## src/rtl/mem_sweep_reader_if.sv

```systemverilog
// Memory read port plus valid/ready word stream between mem_sweep_reader and its peers.
interface mem_sweep_reader_if #(
    parameter int unsigned NBITS_ADDR = 2,
    parameter int unsigned NBITS_DATA = 4
) ();
    logic                  mem_rd_en;
    logic [NBITS_ADDR-1:0] mem_addr;
    logic [NBITS_DATA-1:0] mem_data;
    logic                  out_valid;
    logic                  out_ready;
    logic [NBITS_ADDR-1:0] out_addr;
    logic [NBITS_DATA-1:0] out_data;

    modport master (
        output mem_rd_en, mem_addr, out_valid, out_addr, out_data,
        input  mem_data, out_ready
    );

    modport slave (
        input  mem_rd_en, mem_addr, out_valid, out_addr, out_data,
        output mem_data, out_ready
    );
endinterface

```

## src/rtl/mem_sweep_reader.sv

```systemverilog
// Reads one word or sweeps the whole memory (wrapping) and streams {addr, data} out.
// Optional checksum accumulator: define MEM_SWEEP_READER_CHECKSUM_EN.
module mem_sweep_reader #(
    parameter int unsigned NBITS_ADDR = 2,
    parameter int unsigned NBITS_DATA = 4
) (
    input  logic                  clk_2,
    input  logic                  reset_n,
    input  logic                  start,
    input  logic                  single,
    input  logic [NBITS_ADDR-1:0] start_addr,
    mem_sweep_reader_if.master    bus,
    output logic                  busy,
    output logic                  done,
    output logic [NBITS_DATA-1:0] checksum
);
    typedef enum logic [2:0] {
        S_IDLE = 3'd0,
        S_REQ  = 3'd1,
        S_WAIT = 3'd2,
        S_HOLD = 3'd3,
        S_DONE = 3'd4
    } state_t;

    localparam logic [NBITS_ADDR-1:0] LAST_CNT = '1;

    state_t                state_q, state_nxt;
    logic                  single_q;
    logic [NBITS_ADDR-1:0] cur_addr_q;
    logic [NBITS_ADDR-1:0] cnt_q;
    logic                  rd_en_q;
    logic                  out_valid_q;
    logic [NBITS_ADDR-1:0] out_addr_q;
    logic [NBITS_DATA-1:0] out_data_q;
    logic                  busy_q;
    logic                  done_q;

    logic start_c, capture_c, accept_c, last_c, advance_c;

    // State register
    always_ff @(posedge clk_2 or negedge reset_n) begin
        if (!reset_n) state_q <= S_IDLE;
        else          state_q <= state_nxt;
    end

    // Next-state logic
    always_comb begin
        state_nxt = state_q;
        unique case (state_q)
            S_IDLE:  if (start_c) state_nxt = S_REQ;
            S_REQ:   state_nxt = S_WAIT;
            S_WAIT:  state_nxt = S_HOLD;
            S_HOLD:  if (accept_c) state_nxt = last_c ? S_DONE : S_REQ;
            S_DONE:  state_nxt = S_IDLE;
            default: state_nxt = S_IDLE;
        endcase
    end

    // Datapath strobes decoded from the current state
    always_comb begin
        start_c   = 1'b0;
        capture_c = 1'b0;
        accept_c  = 1'b0;
        last_c    = single_q || (cnt_q == LAST_CNT);
        unique case (state_q)
            S_IDLE:  start_c   = start;
            S_WAIT:  capture_c = 1'b1;
            S_HOLD:  accept_c  = bus.out_ready;
            default: ;
        endcase
        advance_c = accept_c && !last_c;
    end

    // Registered outputs follow the upcoming state so they line up with it
    always_ff @(posedge clk_2 or negedge reset_n) begin
        if (!reset_n) begin
            rd_en_q     <= 1'b0;
            out_valid_q <= 1'b0;
            busy_q      <= 1'b0;
            done_q      <= 1'b0;
            single_q    <= 1'b0;
            cur_addr_q  <= '0;
            cnt_q       <= '0;
            out_addr_q  <= '0;
            out_data_q  <= '0;
        end else begin
            rd_en_q     <= (state_nxt == S_REQ);
            out_valid_q <= (state_nxt == S_HOLD);
            busy_q      <= (state_nxt != S_IDLE);
            done_q      <= (state_nxt == S_DONE);
            if (start_c) begin
                single_q   <= single;
                cur_addr_q <= start_addr;
                cnt_q      <= '0;
            end
            if (capture_c) begin
                out_data_q <= bus.mem_data;
                out_addr_q <= cur_addr_q;
            end
            if (advance_c) begin
                cur_addr_q <= cur_addr_q + NBITS_ADDR'(1);
                cnt_q      <= cnt_q + NBITS_ADDR'(1);
            end
        end
    end

`ifdef MEM_SWEEP_READER_CHECKSUM_EN
    logic [NBITS_DATA-1:0] checksum_q;

    // Modular sum of accepted words; held after the transaction ends
    always_ff @(posedge clk_2 or negedge reset_n) begin
        if (!reset_n)      checksum_q <= '0;
        else if (start_c)  checksum_q <= '0;
        else if (accept_c) checksum_q <= checksum_q + out_data_q;
    end

    assign checksum = checksum_q;
`else
    assign checksum = '0;
`endif

    assign bus.mem_rd_en = rd_en_q;
    assign bus.mem_addr  = cur_addr_q;
    assign bus.out_valid = out_valid_q;
    assign bus.out_addr  = out_addr_q;
    assign bus.out_data  = out_data_q;
    assign busy          = busy_q;
    assign done          = done_q;
endmodule

```

## src/flat_wrapper.sv

```systemverilog
// flat-port wrapper written by rule: the top's interface ports become plain ports
module mem_sweep_reader_flat 
#(
    parameter int unsigned NBITS_ADDR = 2,
    parameter int unsigned NBITS_DATA = 4
)
  (clk_2, reset_n, start, single, start_addr, busy, done, checksum, bus_mem_rd_en, bus_mem_addr, bus_out_valid, bus_out_addr, bus_out_data, bus_mem_data, bus_out_ready);
  mem_sweep_reader_if #(.NBITS_ADDR(NBITS_ADDR), .NBITS_DATA(NBITS_DATA)) bus_i ();
  input  logic clk_2;
  input  logic reset_n;
  input  logic start;
  input  logic single;
  input  logic [NBITS_ADDR-1:0] start_addr;
  output logic busy;
  output logic done;
  output logic [NBITS_DATA-1:0] checksum;
  output wire logic [$bits(bus_i.mem_rd_en)-1:0] bus_mem_rd_en;
  output wire logic [$bits(bus_i.mem_addr)-1:0] bus_mem_addr;
  output wire logic [$bits(bus_i.out_valid)-1:0] bus_out_valid;
  output wire logic [$bits(bus_i.out_addr)-1:0] bus_out_addr;
  output wire logic [$bits(bus_i.out_data)-1:0] bus_out_data;
  input wire logic [$bits(bus_i.mem_data)-1:0] bus_mem_data;
  input wire logic [$bits(bus_i.out_ready)-1:0] bus_out_ready;
  assign bus_mem_rd_en = bus_i.mem_rd_en;
  assign bus_mem_addr = bus_i.mem_addr;
  assign bus_out_valid = bus_i.out_valid;
  assign bus_out_addr = bus_i.out_addr;
  assign bus_out_data = bus_i.out_data;
  assign bus_i.mem_data = bus_mem_data;
  assign bus_i.out_ready = bus_out_ready;
  mem_sweep_reader #(.NBITS_ADDR(NBITS_ADDR), .NBITS_DATA(NBITS_DATA)) u_core (.clk_2(clk_2), .reset_n(reset_n), .start(start), .single(single), .start_addr(start_addr), .bus(bus_i), .busy(busy), .done(done), .checksum(checksum));
endmodule
```

## config.mk

```make
export PLATFORM = sky130hd
export DESIGN_NAME = mem_sweep_reader_flat
export DESIGN_NICKNAME = d
export VERILOG_FILES = /design/src/rtl/mem_sweep_reader_if.sv /design/src/rtl/mem_sweep_reader.sv /design/src/flat_wrapper.sv
export SDC_FILE = /design/constraint.sdc
export NUM_CORES = 1
export LEC_CHECK = 0
export BUFFER_PORTS_ARGS = -buffer_cell sky130_fd_sc_hd__buf_2
export CELL_PAD_IN_SITES_DETAIL_PLACEMENT = 1
export CELL_PAD_IN_SITES_GLOBAL_PLACEMENT = 2
export CORE_MARGIN = 2
export CORE_UTILIZATION = 25
export DETAILED_ROUTE_END_ITERATION = 8
export PLACE_DENSITY = 0.66
export RECOVER_POWER = 50
export SLEW_MARGIN = 20
export SYNTH_ARGS = -nofsm -noshare
export SYNTH_HDL_FRONTEND = slang
export SYNTH_SLANG_ARGS = --single-unit
```

## constraint.sdc

```tcl
create_clock -name clk_2 -period 2.87 [get_ports clk_2]
set_clock_uncertainty 0.15 [all_clocks]
set_input_delay 0.574 -clock clk_2 [delete_from_list [all_inputs] [get_ports clk_2]]
set_output_delay 0.574 -clock clk_2 [all_outputs]
set_load 0.03 [all_outputs]
```

## Word level (Yosys, flattened, before mapping)

Index checks and enable logic that the tools add are counted.

| cells by class | value |
|---|---|
| $add $sub $neg | 2 |
| equality and inequality tests | 7 |
| mux-type cells | 11 |
| reduce and logical (&&, ||, !) cells | 6 |

Operators with widths:

| cell | number |
|---|---|
| case mux 3 bit (4 select lines) | 1 |
| == test 3 x 2 -> 1 bit (second input constant) | 3 |
| two-way mux 3 bit | 3 |
| two-way mux 2 bit | 4 |
| == test 3 x 1 -> 1 bit (second input constant) | 2 |
| adder 2 x 1 -> 2 bit (second input constant) | 2 |
| == test 3 bit (second input constant) | 1 |
| logical NOT 3 bit | 1 |
| two-way mux 1 bit | 3 |
| nonzero test 3 bit | 1 |
| == test 2 bit (second input constant) | 1 |
| nonzero test 2 bit | 1 |
| logical AND 1 bit | 1 |
| logical NOT 1 bit | 1 |
| logical OR 1 bit | 1 |

| word-level totals | value |
|---|---|
| flip-flop bits (word level) | 18 |
| input port bits | 11 |
| output and inout port bits | 16 |
| word-level logic and storage cells | 36 |

## Depth between registers and ports, before layout

| depth | value |
|---|---|
| depth after elaboration | 6 |
| depth in mapped cells | 4 |
| mapped depth without buffers | 4 |

## Worst setup path before layout

OpenSTA, ideal clock, no wires.

| path | value |
|---|---|
| path type | input to register |
| start point | input port start |
| end point | register u_core.cur_addr_q[1] (netlist: u_core.bus.mem_addr[1]) |
| setup time | 0.128 ns |
| arrival time | 1.273 ns |
| data required time | 2.592 ns |
| path slack | 1.319 ns |
| stages | 3 |
| path buffers | 0 |
| cell sequence | or4b_4 o32ai_4 nor3_2 |

| on the way | value |
|---|---|
| word-level cells in the longest chain between the ends | 2 |

Ends and longest elaborated chain:

| item | line | source |
|---|---|---|
| start, declared | flat_wrapper.sv:11 | `input logic start;` |
| two-way mux 1 bit | mem_sweep_reader.sv:65 | `unique case (state_q)` |
| nonzero test 2 bit (no line) | n/a |  |
| end signal, assigned | mem_sweep_reader.sv:93 | `cur_addr_q <= start_addr;` |
| end signal, assigned | mem_sweep_reader.sv:101 | `cur_addr_q <= cur_addr_q + NBITS_ADDR'(1);` |
| end, declared | mem_sweep_reader.sv:29 | `logic [NBITS_ADDR-1:0] cur_addr_q;` |

No other way between the ends.
A chain may end at the register's enable or synchronous reset.

## Worst setup path after layout

| path | value |
|---|---|
| start point | register u_core.state_q[0] |
| end point | register u_core.cur_addr_q[1] (netlist: u_core.bus.mem_addr[1]) |

| on the way | value |
|---|---|
| word-level cells in the longest chain between the ends | 4 |
| elaborated cells between the ends (all ways) | 7 |
| those cells by class | eq/ne (1); mux (3); reduce/logical (3) |

Ends and longest elaborated chain:

| item | line | source |
|---|---|---|
| start, declared | mem_sweep_reader.sv:27 | `state_t state_q, state_nxt;` |
| start signal, assigned | mem_sweep_reader.sv:43 | `else state_q <= state_nxt;` |
| == test 3 x 2 -> 1 bit | mem_sweep_reader.sv:65 |  |
| two-way mux 1 bit | mem_sweep_reader.sv:65 |  |
| logical AND 1 bit | mem_sweep_reader.sv:71 | `advance_c = accept_c && !last_c;` |
| two-way mux 2 bit / nonzero test 2 bit (equally long branches) | n/a |  |

Parallel ways exist; a longest one is shown, timed or not.

==> impl_metrics.ini <==
[clocking]
cts_buffer_depth = 2
cts-root-buf = clkbuf_4
cts_sinks = 18
cts_resized = 0
clk_pin_slew_ps = 100
cts_buffers = 3
cts_tree = yes
ctsHoldBuffers = 0
insertion_delay_ps = 280
htreeDepth = 1
post_cts_buffers = 0

[sta]
tns_ps = 0
fmax_ghz = 0.584
fin_crit_ps = 1710
hold_viol = 0
worst_pin_slew_ps = 945
grt_setup_unrepaired = false
final-setup-viol-count = 0
relSlewSlack = 0.370
fin_crit_sh = 0.597
drv_slew = 0
whs_ps = 255

[synthesis]
synth_top_family_by_area = simple AND/OR/NAND/NOR gates
synth_fa_ha_area_frac = 0.0152
ys_seq_area_frac = 0.549
synth_xor_area_frac = 0
netlist_instances = 64
ys_seq_elements = 18
synth_compound_area_frac = 0.116
synthMuxAreaShare = 0.0945
avgSynthCellArea_um2 = 12.8
synth-simple-area-share = 0.171
ys_types = 29
syn_area_um2 = 821
yosys_warnings = 0

[global_routing]
antenna_found_initial = 0
met3_usage = 0.0189
grt_busiest_layer = met2
overflow = 0
grt_use_met1 = 0.114
grt_max_degree = 19
grt_first_pass_wirelength_um = 2750
grt_pass1_vias = 579
gr-usage-all-layers = 0.102
grtUsageMet2 = 0.179

[route]
wl_per_cell_um = 12.0
vias = 572
drtIter0Drc = 12
drc = 0
routed_via_density = 4.37
first_pass_iters = 3
routed_wl_um = 1580
ant_nets = 0

[floorplanning]
die_area_um2 = 3760
coreArea_um2 = 3080
die_y_um = 61.3
die_w_um = 61.3
start_util = 0.267
rows = 20
ios = 27

[finish]
synthToLayoutAreaGrowth_pct = 18.6
fin_area_um2 = 973
diodes = 0
nets = 101
post-route-util = 0.316
drive_above_1_share = 0.437
layout_commonest_cell = buf_2
final_cell_mix = buf_2 (21), dfrtp_1 (18), nand2_1 (7)

[setup_path]
r2r_cells = 3
cp-start-kind = register
cp-end-kind = register
r2r_end = u_core.bus.mem_addr[1]
r2r-start = u_core.state_q[0]
cp_max_fo = 9
cp.required_ps = 2890
r2r_slack_ps = 1160
arrival_ps = 1730
crit_type = register to register

[run_status]
status = finished, final reports clean

[place]
placed_cell_area_um2 = 956
dp_hpwl_um = 1250
place_congestion = 0.687
port_buffers = 22

[power_and_ir_drop]
max-vdd-ir-drop_mv = 0.207
p_per_area_nw_per_um2 = 1170
p_leak_nw = 0.441
finalPower_mw = 1.14

[hold_path]
hold_path_class = input port to asynchronous set/reset pin

[job]
drv_cap = 0
-- state kept, by name (all words and copies together) (netlist names) --
register / cells
u_core.bus.mem_addr: 2
u_core.bus.mem_rd_en: 1
u_core.bus.out_addr: 2
u_core.bus.out_data: 4
u_core.bus.out_valid: 1
u_core.busy: 1
u_core.cnt_q: 2
u_core.done: 1
u_core.single_q: 1
u_core.state_q: 3
-- worst max-delay path by stage --
stage                              to                   start  cells after the start  slack (ps)
5_1_grt        u_core.bus.mem_addr[1]       u_core.state_q[0]                      3        1080
3_3_place_gp   u_core.bus.mem_addr[1]                   start                      4        1190
2_1_floorplan  u_core.bus.mem_addr[1]                   start                      3        1320
4_1_cts               bus_mem_addr[0]  u_core.bus.mem_addr[0]                      1        1140
6_report       u_core.bus.mem_addr[1]       u_core.state_q[0]                      3        1160
3_5_place_dp   u_core.bus.mem_addr[1]                   start                      4        1170
-- per-layer routing --
metal	vias to the layer above	wire, um
met4	0	27
met3	2	94
met1	282	641
met2	17	814
met5	-	0
li1	271	-
-- power breakdown --
| part | switching, mW | total [mW] | internal, mW |
|---|---|---|---|
| Sequential | 0.0933 | 0.463 | 0.369 |
| Combinational | 0.352 | 0.554 | 0.202 |
| Clock | 0.0708 | 0.119 | 0.0486 |
-- critical path, stage by stage (launching register included) --
cell and delay [ps]:
dfrtp_1 490, or4b_1 710, o32ai_4 180, nor3_2 70
-- cell families (layout without fill, tap and decap cells) --
| family | after synthesis | count (layout) |
|---|---|---|
| other | 1 | 4 |
| adders and majority gates | 1 | 1 |
| AOI/OAI and AO/OA | 10 | 10 |
| muxes | 7 | 7 |
| DFF | 18 | 18 |
| buffers and inverters | 5 | 25 |
| and+or+nand+nor | 22 | 22 |
-- stage by stage --
step           instances  worst slack, ps
3_5_place_dp         128             1170
6_report             131             1160
3_3_place_gp         128             1190
4_1_cts              131             1140
5_1_grt              131             1080
2_1_floorplan         67             1320
-- cell usage after synthesis --
cell / number / area [um2]
o21ai_1: 1 / 5.00
nand2b_1: 1 / 6.26
nor4_1: 1 / 6.26
buf_6: 1 / 11.3
nand2_1: 7 / 26.3
mux2_2: 6 / 67.6
nand3_1: 1 / 5.00
and4b_1: 1 / 10.0
o21bai_1: 1 / 7.51
nor2_2: 1 / 6.26
nor3_1: 1 / 5.00
ha_1: 1 / 12.5
nor2_1: 4 / 15.0
o211ai_1: 2 / 15.0
nor4b_2: 1 / 15.0
a21oi_1: 1 / 5.00
nor3_2: 1 / 10.0
o21ai_2: 1 / 8.76
or2_2: 1 / 6.26
a31oi_1: 1 / 6.26
o32ai_4: 1 / 27.5
or4b_4: 1 / 13.8
o211ai_2: 1 / 12.5
buf_4: 4 / 30.0
mux2i_1: 1 / 10.0
dfrtp_1: 18 / 450
conb_1: 1 / 3.75
nand4b_2: 1 / 15.0
a211oi_1: 1 / 7.51
-- layout make-up --
type	instances	area, um2
Timing Repair Buffer	22	109
Fill cell	370	2100
Multi-Input combinational cell	44	337
Tap cell	44	55.1
Sequential cell	18	450
Clock buffer	3	22.5
Power figures use the tool's default switching activity.
